===== config.mk =====
export PLATFORM = sky130hd
export DESIGN_NAME = pulse_gen
export DESIGN_NICKNAME = d
export VERILOG_FILES = /design/src/rtl/pulse_gen_pkg.sv /design/src/rtl/pulse_cnt_dn.sv /design/src/rtl/pulse_gen.sv
export SDC_FILE = /design/constraint.sdc
export NUM_CORES = 1
export LEC_CHECK = 0
export ABC_AREA = 1
export CORE_MARGIN = 5
export CORE_UTILIZATION = 45
export CTS_BUF_LIST = sky130_fd_sc_hd__clkbuf_4
export DETAILED_ROUTE_END_ITERATION = 12
export PLACE_DENSITY = 0.68
export SLEW_MARGIN = 40
export SYNTH_ARGS = -nofsm -noshare
export SYNTH_HDL_FRONTEND = slang
export SYNTH_SLANG_ARGS = --single-unit

===== constraint.sdc =====
create_clock -name i_clk -period 1.99 [get_ports i_clk]
set_clock_uncertainty 0.15 [all_clocks]
set_input_delay 0.2985 -clock i_clk [delete_from_list [all_inputs] [get_ports i_clk]]
set_output_delay 0.2985 -clock i_clk [all_outputs]
set_load 0.1 [all_outputs]

===== src/rtl/pulse_gen_pkg.sv =====
// ---------------------------------------------------------------------------
// pulse_gen_pkg
// Shared definitions for the pulse/burst generator:
//   - state_t   : FSM state encoding (IDLE, DELAY, HIGH, GAP)
//   - PG_CW     : default width of the delay/length/gap fields and counter
//   - PG_RW     : default width of the repetition-count field
//   - is_last() : true when the pulse now ending is the final one of a burst
// ---------------------------------------------------------------------------
package pulse_gen_pkg;

   localparam int PG_CW = 16;
   localparam int PG_RW = 8;

   typedef enum logic [1:0] {
      ST_IDLE  = 2'd0,
      ST_DELAY = 2'd1,
      ST_HIGH  = 2'd2,
      ST_GAP   = 2'd3
   } state_t;

   // A continuous burst never has a last pulse; otherwise the pulse that ends
   // with one repetition remaining is the last.
   function automatic logic is_last(input logic [31:0] rem, input logic continuous);
      return !continuous && (rem == 32'd1);
   endfunction

endpackage


===== src/rtl/pulse_cnt_dn.sv =====
// ---------------------------------------------------------------------------
// pulse_cnt_dn
// Loadable down-counter that saturates at zero.
// Ports:
//   i_clk      : clock, posedge
//   i_rstn     : asynchronous active-low reset (counter -> 0)
//   i_load     : load i_load_val (has priority over i_en)
//   i_load_val : value to load
//   i_en       : decrement by one when the count is non-zero
//   o_zero     : count is zero
// ---------------------------------------------------------------------------
module pulse_cnt_dn
   import pulse_gen_pkg::*;
#(
   parameter int CW = PG_CW
) (
   input  logic          i_clk,
   input  logic          i_rstn,
   input  logic          i_load,
   input  logic [CW-1:0] i_load_val,
   input  logic          i_en,
   output logic          o_zero
);

   logic [CW-1:0] r_cnt;

   always_ff @(posedge i_clk or negedge i_rstn) begin
      if (!i_rstn) begin
         r_cnt <= '0;
      end else if (i_load) begin
         r_cnt <= i_load_val;
      end else if (i_en && (r_cnt != '0)) begin
         r_cnt <= r_cnt - CW'(1);
      end
   end

   assign o_zero = (r_cnt == '0);

endmodule


===== src/rtl/pulse_gen.sv =====
// ---------------------------------------------------------------------------
// pulse_gen
// Programmable single-channel pulse/burst generator. A start strobe latches
// the configuration, waits i_dly cycles, then emits i_reps pulses of i_len
// high cycles separated by i_gap low cycles (i_reps=0: run until i_abort).
// Ports:
//   i_clk    : clock, posedge
//   i_rstn   : asynchronous active-low reset
//   i_start  : 1-cycle start strobe, accepted only when idle
//   i_abort  : stop immediately, no done; beats i_start
//   i_dly    : cycles from the start edge to the first pulse rise
//   i_len    : high cycles per pulse (0: no pulse at all)
//   i_gap    : low cycles between pulses (0: pulses merge)
//   i_reps   : pulse count (0: continuous)
//   o_pulse  : registered pulse output
//   o_busy   : FSM not idle
//   o_done   : registered 1-cycle strobe on normal completion
// ---------------------------------------------------------------------------
module pulse_gen
   import pulse_gen_pkg::*;
#(
   parameter int CW = PG_CW,
   parameter int RW = PG_RW
) (
   input  logic          i_clk,
   input  logic          i_rstn,
   input  logic          i_start,
   input  logic          i_abort,
   input  logic [CW-1:0] i_dly,
   input  logic [CW-1:0] i_len,
   input  logic [CW-1:0] i_gap,
   input  logic [RW-1:0] i_reps,
   output logic          o_pulse,
   output logic          o_busy,
   output logic          o_done
);

   state_t        r_state;
   state_t        w_state_next;
   logic          r_pulse;
   logic          w_pulse_next;
   logic          r_done;
   logic          w_done_next;
   logic [RW-1:0] r_rem;
   logic [RW-1:0] w_rem_next;
   logic [CW-1:0] r_len;
   logic [CW-1:0] r_gap;
   logic [RW-1:0] r_reps;
   logic          w_latch;
   logic          w_cnt_load;
   logic [CW-1:0] w_cnt_load_val;
   logic          w_cnt_en;
   logic          w_cnt_zero;
   logic          w_cont;
   logic          w_last;

   pulse_cnt_dn #(.CW(CW)) u_cnt (
      .i_clk      (i_clk),
      .i_rstn     (i_rstn),
      .i_load     (w_cnt_load),
      .i_load_val (w_cnt_load_val),
      .i_en       (w_cnt_en),
      .o_zero     (w_cnt_zero)
   );

   assign w_cont = (r_reps == '0);
   assign w_last = is_last(32'(r_rem), w_cont);

   always_comb begin
      w_state_next   = r_state;
      w_pulse_next   = r_pulse;
      w_done_next    = 1'b0;
      w_rem_next     = r_rem;
      w_latch        = 1'b0;
      w_cnt_load     = 1'b0;
      w_cnt_load_val = '0;
      w_cnt_en       = 1'b0;

      if (i_abort) begin
         // Loading zero clears the counter along with everything else.
         w_state_next = ST_IDLE;
         w_pulse_next = 1'b0;
         w_rem_next   = '0;
         w_cnt_load   = 1'b1;
      end else begin
         unique case (r_state)
            ST_IDLE: begin
               if (i_start) begin
                  w_latch    = 1'b1;
                  w_rem_next = i_reps;
                  if (i_dly != '0) begin
                     w_state_next   = ST_DELAY;
                     w_cnt_load     = 1'b1;
                     w_cnt_load_val = i_dly - CW'(1);
                  end else if (i_len != '0) begin
                     w_state_next   = ST_HIGH;
                     w_pulse_next   = 1'b1;
                     w_cnt_load     = 1'b1;
                     w_cnt_load_val = i_len - CW'(1);
                  end else begin
                     w_done_next = 1'b1;
                  end
               end
            end
            ST_DELAY: begin
               if (!w_cnt_zero) begin
                  w_cnt_en = 1'b1;
               end else if (r_len != '0) begin
                  w_state_next   = ST_HIGH;
                  w_pulse_next   = 1'b1;
                  w_cnt_load     = 1'b1;
                  w_cnt_load_val = r_len - CW'(1);
               end else begin
                  w_state_next = ST_IDLE;
                  w_done_next  = 1'b1;
               end
            end
            ST_HIGH: begin
               if (!w_cnt_zero) begin
                  w_cnt_en = 1'b1;
               end else if (w_last) begin
                  w_state_next = ST_IDLE;
                  w_pulse_next = 1'b0;
                  w_done_next  = 1'b1;
               end else begin
                  // Continuous mode keeps rem at its loaded value of zero.
                  if (!w_cont) begin
                     w_rem_next = r_rem - RW'(1);
                  end
                  w_cnt_load = 1'b1;
                  if (r_gap == '0) begin
                     w_cnt_load_val = r_len - CW'(1);
                  end else begin
                     w_state_next   = ST_GAP;
                     w_pulse_next   = 1'b0;
                     w_cnt_load_val = r_gap - CW'(1);
                  end
               end
            end
            ST_GAP: begin
               if (!w_cnt_zero) begin
                  w_cnt_en = 1'b1;
               end else begin
                  w_state_next   = ST_HIGH;
                  w_pulse_next   = 1'b1;
                  w_cnt_load     = 1'b1;
                  w_cnt_load_val = r_len - CW'(1);
               end
            end
            default: begin
               w_state_next = ST_IDLE;
               w_pulse_next = 1'b0;
            end
         endcase
      end
   end

   always_ff @(posedge i_clk or negedge i_rstn) begin
      if (!i_rstn) begin
         r_state <= ST_IDLE;
         r_pulse <= 1'b0;
         r_done  <= 1'b0;
         r_rem   <= '0;
         r_len   <= '0;
         r_gap   <= '0;
         r_reps  <= '0;
      end else begin
         r_state <= w_state_next;
         r_pulse <= w_pulse_next;
         r_done  <= w_done_next;
         r_rem   <= w_rem_next;
         if (w_latch) begin
            r_len  <= i_len;
            r_gap  <= i_gap;
            r_reps <= i_reps;
         end
      end
   end

   assign o_pulse = r_pulse;
   assign o_done  = r_done;
   assign o_busy  = (r_state != ST_IDLE);

endmodule


==> run_results.csv, run 1 <==
group,metric,value,unit
outcome,status,"finished with violations",
outcome,violations,"setup timing",
worst_setup_path,rr_worst_depth,12,
sta,maxSlewHeadroom,73.9,%
synth,synth-edff-count,0,
drt,drc_errors,0,
global_routing,grt_pass1_vias,6882,
synth,synth_ff_type,"dfrtp_1",
clock_tree,numCtsBuffers,9,
sta,period_share,112,%
floorplanning,dieArea,0.0160,mm2
sta,finalSetupTns,-4.98,ns
synth,ys_seq_area_share,27.8,%
final_layout,final_cell_area,0.00932,mm2
clock_tree,cts.reportedPaths.clkPinSlew,0.12,ns
floorplanning,initial_core_util,46.0,%
clock_tree,clk_latency,0.46,ns
global_routing,antenna_found_initial,0,
clock_tree,clock-root-buffer,"clkbuf_4",
sta,rsz0062_at_grt,"yes",
place,io_buffers,62,
final_layout,multi_input_area,0.00415,mm2
place,dp_hpwl,16.3,mm
sta,setup_viol,28,
worst_setup_path,worstPathRequired,2.23,ns
drt,drt_iter0_markers,596,
sta,fin_crit,2.23,ns
final_layout,area_growth,52.2,%
global_routing,grt_max_degree,69,
job,drv_cap,0,
worst_setup_path,critPathLaunch,"u_cnt.r_cnt[0]",
synth,ys_ff_latch,68,
worst_setup_path,cp_max_fo,7,
final_layout,stdcell_count,1438,
global_routing,grt-ovfl-total,0,
synth,ys_warn_count,0,
place,place_ws,-0.625,ns
drt,postRouteAntennaNets,0,
place,dp.cells,1403,
worst_setup_path,critPathSlowestCell,"dfrtp_1",
final_layout,antenna_cells,0,
worst_setup_path,slowest_delay,0.41,ns
worst_setup_path,startpoint_type,"flop",
drt,vias,7315,
synth,synth.avg_cell_area,6.39,um2
worst_setup_path,path_class,"reg2reg",
drt,drt_pre_antenna_iters,5,
worst_setup_path,rr_startpoint,"u_cnt.r_cnt[0]",
drt,viasPerCell,5.09,
power_and_ir_drop,p_per_area,1120,mW/mm2
sta,tightest_slew,0.388,ns
power_and_ir_drop,vdd_ir_drop_max,0.594,mV
power_and_ir_drop,power,10.4,mW
final_layout,final_cell_mix,"nand2_1, buf_4, nor2_1",
place,placed_area,0.00870,mm2
floorplanning,ioPinCount,63,
global_routing,grt_first_pass_wirelength,33.4,mm
final_layout,final-seq-area,0.00170,mm2
worst_hold_path,hp-class,"in2async",
synth,syn_area,0.00612,mm2
worst_setup_path,cp-end-kind,"flop",
floorplanning,die_x,127,um
final_layout,final_layout_size_suffix_gt1_share,29.9,%
worst_setup_path,cp.arrival,2.47,ns
synth,netlist_instances,957,
floorplanning,placementRows,42,
clock_tree,htree_levels,3,
sta,fmax,0.449,GHz
synth,postSynth.asyncResetShare,100,%
power_and_ir_drop,cellLeakagePower,4.65,nW
final_layout,fin_util,70.1,%
sta,worst_slack,-0.238,ns
global_routing,grtUsageTotal,25.7,%
clock_tree,clk_path_buf_depth,2,
sta,holdWs,0.239,ns
synth,syn_nets,1033,
floorplanning,die_height,127,um
sta,drv_slew,0,
place,gp_congestion,0.922,
clock_tree,cts_sinks,68,
final_layout,final_common_cell,"nand2_1",
drt,wl,20.9,mm
drt,wl_per_cell,14.6,um
final_layout,fillers,1147,
worst_setup_path,path_cells,"inv_2 > ha_4 > inv_2 > nor2_4 > buf_6 > nand4_4 > nor2_4 > nand2_4 > a21oi_4 > buf_12 > nand3_1 > a21oi_1",
final_layout,nNetsFinal,1333,
clock_tree,cts_tree,"yes",
floorplanning,coreArea,0.0133,mm2
synth,synth_cell_types,44,
sta,finalHoldViolCount,0,
cells in the mapped netlist, types with 3 or more instances:
master	number	area, um2
nand2_2	4	25.0
nand3_1	85	425
a21oi_1	45	225
nand4_1	22	138
clkinv_1	4	15.0
inv_1	117	439
ha_1	16	200
o21ai_1	5	25.0
nor2_1	135	507
a211oi_1	3	22.5
o211ai_1	18	135
buf_6	3	33.8
o22ai_1	6	37.5
dfrtp_1	68	1700
nor2_4	5	56.3
buf_2	4	20.0
clkbuf_1	10	37.5
xor2_1	31	272
nor3_1	16	80.1
nor2_2	17	106
inv_2	6	22.5
o21ai_0	48	240
nand2_1	249	935
xnor2_1	12	105
flip-flops by register name, summed over array words and instances, names as in the netlist:
signal / cells
o_pulse: 1
r_len: 16
r_reps: 8
o_done: 1
r_gap: 16
r_state: 2
r_rem: 8
u_cnt.r_cnt: 16
path summary, 6_finish.rpt:
kind                             endpoint  slack (ns)
min                             r_reps[3]        0.24
max reg2reg                u_cnt.r_cnt[2]       -0.24
max                        u_cnt.r_cnt[2]       -0.24
min reg2reg                     r_reps[2]        0.35
max in group asynchronous  u_cnt.r_cnt[6]        1.14
min in group i_clk               r_gap[1]        0.25
cells by family after synthesis:
logic type      after synthesis  share of synthesized area (%)
fa+ha+maj                    16                           3.27
flops                        68                           27.8
simple gates                550                           40.6
buf+inv                     146                           9.53
compound gates              134                           12.6
xor+xnor                     43                           6.16
repair_timing:
action | 4_1_cts | 5_1_grt
hold buffers | 1 | 0
hold endpoints to repair | 68 | 0
endpoints found under the setup margin | 29 | 37
pin swaps | 10 | 24
resized for setup | 29 | 63
gates cloned | 2 | 2
buffers inserted | 9 | 5
report_power, final:
part	internal (mW)	switching, mW	leakage, nW	total [mW]
sequential	1.99	0.380	0.829	2.37
combinational	3.24	3.90	3.75	7.14
clock	0.384	0.533	0.0712	0.916
total	5.62	4.81	4.65	10.4
layout make-up:
cell class	instances	area share (%)
clock buffer	10	0.806
tap	176	2.36
clock inverter	6	0.591
sequential	68	18.3
timing repair buffer	307	27.9
inverter	127	5.52
multi-input combinational	744	44.5
critical path: cells and delay by family, from the launching register on:
family                     cells  cell delay [ns]
DFF                            1             0.41
AOI/OAI and AO/OA              2             0.37
buffers and inverters          4             0.40
and+or+nand+nor                5             0.68
adders and majority gates      1             0.14
per-layer routing:
metal / share of wire (%) / vias up / GRT usage, % / wire (um)
met1: 44 / 3313 / 35.4 / 9190
met4: 2.6 / 0 / 6.75 / 553
met3: 6.3 / 48 / 4.92 / 1320
li1: - / 3701 / - / -
met5: 0 / - / 0 / 0
met2: 47 / 253 / 41.6 / 9860
No activity file was read; power rests on OpenSTA's default activity.
==> run 2, diff against run 1 <==
- TNS_END_PERCENT: not set -> 50
==> run_results.csv, run 2 (synthesis gave the netlist of run 1 again) <==
group,metric,value,unit
sta,worst_slack,-0.301,ns
worst_setup_path,cp_max_fo,7,
worst_setup_path,critPathLaunch,"u_cnt.r_cnt[0]",
final_layout,stdcell_count,1436,
final_layout,multi_input_area,0.00418,mm2
global_routing,grt_max_degree,69,
final_layout,final_cell_area,0.00933,mm2
final_layout,nNetsFinal,1331,
worst_setup_path,r2r_end,"u_cnt.r_cnt[11]",
global_routing,grt_pass1_vias,6876,
place,io_buffers,62,
clock_tree,htree_levels,3,
power_and_ir_drop,pwr-share-seq,22.6,%
floorplanning,placementRows,42,
drt,drt_pre_antenna_iters,6,
global_routing,grtUsageTotal,25.7,%
job,drv_cap,0,
sta,fin_crit,2.29,ns
drt,drc_errors,0,
worst_setup_path,r2r_setup_slack,-0.30,ns
final_layout,final_layout_size_suffix_gt1_share,30.1,%
outcome,violations,"setup timing",
final_layout,final_common_cell,"nand2_1",
sta,maxSlewHeadroom,72.7,%
floorplanning,ioPinCount,63,
worst_setup_path,worstPathRequired,2.24,ns
worst_setup_path,cp_top_family,"simple AND/OR/NAND/NOR gates",
worst_setup_path,cp-end-kind,"flop",
clock_tree,clk_latency,0.47,ns
clock_tree,numCtsBuffers,9,
sta,period_share,115,%
clock_tree,clock-root-buffer,"clkbuf_4",
global_routing,grt-ovfl-total,0,
final_layout,antenna_cells,0,
power_and_ir_drop,switching_share,46.2,%
floorplanning,initial_core_util,46.0,%
worst_setup_path,rr_worst_depth,13,
floorplanning,die_x,127,um
global_routing,grt_first_pass_wirelength,33.3,mm
worst_setup_path,path_buf_inv,5,
worst_setup_path,path_class,"reg2reg",
sta,setup_viol,29,
drt,vias,7266,
worst_hold_path,hp-class,"in2async",
power_and_ir_drop,vdd_ir_drop_max,0.610,mV
place,dp_hpwl,16.3,mm
drt,wl,20.9,mm
power_and_ir_drop,p_sw,4.86,mW
drt,viasPerCell,5.06,
power_and_ir_drop,p_per_area,1130,mW/mm2
final_layout,fillers,1161,
worst_setup_path,slowest_delay,0.41,ns
sta,finalHoldViolCount,0,
final_layout,final-seq-area,0.00170,mm2
floorplanning,dieArea,0.0160,mm2
drt,wl_per_cell,14.5,um
drt,drt_iter0_markers,655,
sta,tightest_slew,0.409,ns
final_layout,area_growth,52.5,%
sta,fmax,0.436,GHz
worst_setup_path,startpoint_type,"flop",
outcome,status,"finished with violations",
sta,rsz0062_at_grt,"yes",
clock_tree,cts.reportedPaths.clkPinSlew,0.12,ns
sta,drv_slew,0,
power_and_ir_drop,power_frac_clock,8.8,%
power_and_ir_drop,p_int,5.65,mW
place,placed_area,0.00870,mm2
clock_tree,clk_path_buf_depth,2,
clock_tree,cts_tree,"yes",
worst_setup_path,cp.arrival,2.54,ns
floorplanning,die_height,127,um
final_layout,top_regs,"r_gap (16), r_len (16), u_cnt.r_cnt (16)",
worst_setup_path,path_cells,"inv_2 > ha_4 > inv_2 > nor2_4 > buf_6 > nand4_4 > nor2_4 > nand2_4 > a21oi_4 > buf_12 > buf_6 > nand2_2 > a21oi_2",
final_layout,final_cell_mix,"nand2_1, buf_4, nor2_1",
power_and_ir_drop,cellLeakagePower,4.63,nW
worst_setup_path,rr_startpoint,"u_cnt.r_cnt[0]",
place,dp.cells,1403,
power_and_ir_drop,share_comb_of_total_power,68.6,%
clock_tree,cts_sinks,68,
global_routing,antenna_found_initial,0,
place,place_ws,-0.625,ns
place,gp_congestion,0.922,
drt,postRouteAntennaNets,0,
floorplanning,coreArea,0.0133,mm2
worst_setup_path,critPathSlowestCell,"dfrtp_1",
-- run 2: cell count changes in the layout (fill, tap and decap cells not counted), moves of 2 or more --
cell     previous run  this run
inv_2              14        17
buf_4             229       226
o21ai_0            42        39
inv_1             106       104
nor2_2             19        17
nor2_4             11        13
o21ai_1             6         9
-- run 2: power by group through the flow --
stage	clock (mW)	sequential [mW]	combinational, mW
after detailed placement	0	2.38	6.34
after global routing	1.01	2.45	7.85
after global placement	0	2.36	6.24
after floorplan	0	2.54	3.24
final	0.922	2.38	7.21
after CTS	0.943	2.36	6.65
-- run 2: repair_timing --
action                                 in CTS  in global routing
cloned                                      2                  1
hold buffers                                1                  0
pin swaps                                  10                 23
endpoints found under the hold margin      68                  0
setup buffers                               7                  6
gates resized for setup                    29                 75
setup endpoints to repair                  29                 37
-- run 2: stage by stage --
step                hold slack, ns  TNS, ns  utilization, %  total power [mW]
global route                 0.240    -6.82            70.2              11.3
finish                       0.203    -4.95            70.2              10.5
global placement             0.195   -11.10            65.4              8.60
detailed placement           0.201   -11.97            65.4              8.72
CTS                          0.212    -3.84            67.6              9.95
floorplan                   -0.147  -0.0326               -              5.78
-- run 2: cell type report --
cell class	instances	area share, %
multi-input combinational	744	44.8
timing repair buffer	305	27.7
sequential	68	18.2
inverter	127	5.50
tap	176	2.36
clock buffer	10	0.805
clock inverter	6	0.590
-- run 2: worst register-to-register path, stage by stage (launching register included) --
cell and delay, ns:
dfrtp_1 0.41, inv_2 0.08, ha_4 0.14, inv_2 0.04, nor2_4 0.17, buf_6 0.13
nand4_4 0.17, nor2_4 0.19, nand2_4 0.08, a21oi_4 0.22, buf_12 0.15, buf_6 0.09
nand2_2 0.05, a21oi_2 0.14
-- run 2: worst max path at each step --
stage / end / slack, ns / cells past startpoint
after floorplan: u_cnt.r_cnt[9] / -0.02 / 12
after CTS: r_state[0] / -0.21 / 14
after global placement: u_cnt.r_cnt[1] / -0.57 / 12
after detailed placement: u_cnt.r_cnt[0] / -0.63 / 12
after global routing: u_cnt.r_cnt[2] / -0.36 / 12
final: u_cnt.r_cnt[11] / -0.30 / 13
-- run 2: metal layers --
metal / up-vias / wire length (um) / GRT usage [%]
li1: 3699 / - / -
met3: 31 / 1210 / 4.92
met4: 0 / 397 / 6.75
met5: - / 0 / 0
met1: 3335 / 9380 / 35.5
met2: 201 / 9900 / 41.4
==> run 3, diff against run 2 <==
- CORE_UTILIZATION: 45 -> 54
- PLACE_DENSITY: 0.68 -> not set
- PLACE_DENSITY_LB_ADDON: not set -> 0.3
==> run_results.csv, run 3 (synthesis gave the netlist of run 1 again) <==
group,metric,value,unit
outcome,status,"finished with violations",
outcome,violations,"setup timing",
sta,tightest_slew,0.418,ns
worst_setup_path,path_class,"reg2reg",
sta,fin_crit,2.26,ns
place,place_ws,-0.642,ns
power_and_ir_drop,p_per_area,1110,mW/mm2
floorplanning,coreArea,0.0110,mm2
worst_setup_path,cp-end-kind,"flop",
global_routing,grt_first_pass_wirelength,33.1,mm
worst_setup_path,rr_worst_depth,13,
floorplanning,initial_core_util,55.7,%
power_and_ir_drop,power,10.1,mW
power_and_ir_drop,vdd_ir_drop_max,1.06,mV
power_and_ir_drop,cellLeakagePower,4.48,nW
floorplanning,ioPinCount,63,
sta,worst_slack,-0.272,ns
worst_setup_path,r2r_end,"u_cnt.r_cnt[7]",
worst_setup_path,worstPathRequired,2.24,ns
sta,maxSlewHeadroom,71.9,%
floorplanning,dieArea,0.0136,mm2
final_layout,area_growth,48.5,%
sta,finalSetupTns,-2.98,ns
final_layout,final_cell_mix,"nand2_1, buf_4, nor2_1",
final_layout,nNetsFinal,1318,
drt,postRouteAntennaNets,0,
global_routing,grt_max_degree,69,
sta,drv_slew,0,
clock_tree,htree_levels,3,
clock_tree,cts_sinks,68,
job,drv_cap,0,
worst_setup_path,rr_startpoint,"u_cnt.r_cnt[1]",
sta,holdWs,0.221,ns
drt,viasPerCell,5.53,
worst_setup_path,startpoint_type,"flop",
sta,rsz0062_at_grt,"yes",
global_routing,antenna_found_initial,1,
sta,fmax,0.442,GHz
clock_tree,clock-root-buffer,"clkbuf_4",
clock_tree,clk_path_buf_depth,2,
worst_hold_path,hp-class,"in2async",
clock_tree,cts.reportedPaths.clkPinSlew,0.13,ns
global_routing,grt-ovfl-total,0,
drt,drt_iter0_markers,749,
worst_setup_path,cp.arrival,2.51,ns
worst_setup_path,crit_end,"u_cnt.r_cnt[7]",
drt,drt_pre_antenna_iters,5,
place,dp_hpwl,15.8,mm
drt,drc_errors,0,
clock_tree,cts_tree,"yes",
floorplanning,die_x,116,um
global_routing,grt_pass1_vias,7115,
floorplanning,die_height,116,um
sta,period_share,114,%
drt,wl,21.7,mm
final_layout,final_common_cell,"nand2_1",
drt,wl_per_cell,15.6,um
floorplanning,placementRows,38,
final_layout,fillers,728,
place,gp_congestion,0.983,
clock_tree,clk_latency,0.48,ns
clock_tree,numCtsBuffers,9,
worst_setup_path,r2r_setup_slack,-0.27,ns
worst_setup_path,critPathLaunch,"u_cnt.r_cnt[1]",
final_layout,top_regs,"r_gap (16), r_len (16), u_cnt.r_cnt (16)",
sta,setup_viol,25,
sta,finalHoldViolCount,0,
final_layout,final_layout_size_suffix_gt1_share,29.3,%
global_routing,grtUsageTotal,31.0,%
place,io_buffers,62,
drt,vias,7680,
worst_setup_path,cp_max_fo,6,
-- run 3: cell count changes in the layout (fill, tap and decap cells not counted), moves of 4 or more --
cell     previous run  this run
buf_4             226       217
nand2_1           233       240
o21ai_1             9         2
o21ai_0            39        45
nand2_4             9         5
-- run 3: where the power goes --
group	leakage (nW)	internal, mW	switching (mW)
Combinational	3.59	2.98	3.86
Clock	0.0631	0.248	0.577
Sequential	0.829	1.99	0.462
-- run 3: worst max-delay path, cell delays in order (launching register included) --
cell and delay, ns:
dfrtp_1 0.42, inv_2 0.08, ha_4 0.13, inv_2 0.04
nor2_4 0.18, nand4_4 0.21, nor2_4 0.17, buf_6 0.13
nand3_1 0.10, o21ai_1 0.11, nand2_1 0.12, nand2_1 0.11
nand2_1 0.08, a21oi_1 0.14
-- run 3: layer usage --
metal,wire (um),track usage (%),up-vias
met5,0,0,-
met4,995,12.7,0
met3,1770,5.54,99
met2,10100,51.3,390
met1,8800,40.1,3515
li1,-,-,3676
-- run 3: stage by stage --
step	instance area, um2	utilization [%]	instances
after floorplan	6210	-	957
after global placement	8520	77.6	1354
after detailed placement	8520	77.6	1354
after CTS	8850	80.6	1381
after global routing	9090	82.7	1388
final	9090	82.7	1388
-- run 3: repair_timing --
item,in CTS,in global routing
endpoints found under the hold margin,68,0
gates cloned,3,0
setup buffers,7,6
pin swaps,12,14
hold buffers,1,0
setup endpoints to repair,29,29
resized for setup,46,48
-- run 3: worst min path at each step --
stage / to
after floorplan: o_done
after global placement: r_rem[2]
after detailed placement: r_reps[1]
after CTS: r_len[14]
after global routing: r_gap[13]
final: r_len[10]
-- run 3: layout make-up --
class                      instances  area, um2  share of cell area (%)
antenna                            1       2.50                  0.0275
clock buffer                       9       67.6                   0.743
clock inverter                     7       43.8                   0.482
inverter                         127        517                    5.69
multi-input combinational        744       4160                    45.8
sequential                        68       1700                    18.7
tap                              140        175                    1.93
timing repair buffer             291       2420                    26.6
timing repair inverter             1       3.75                  0.0413
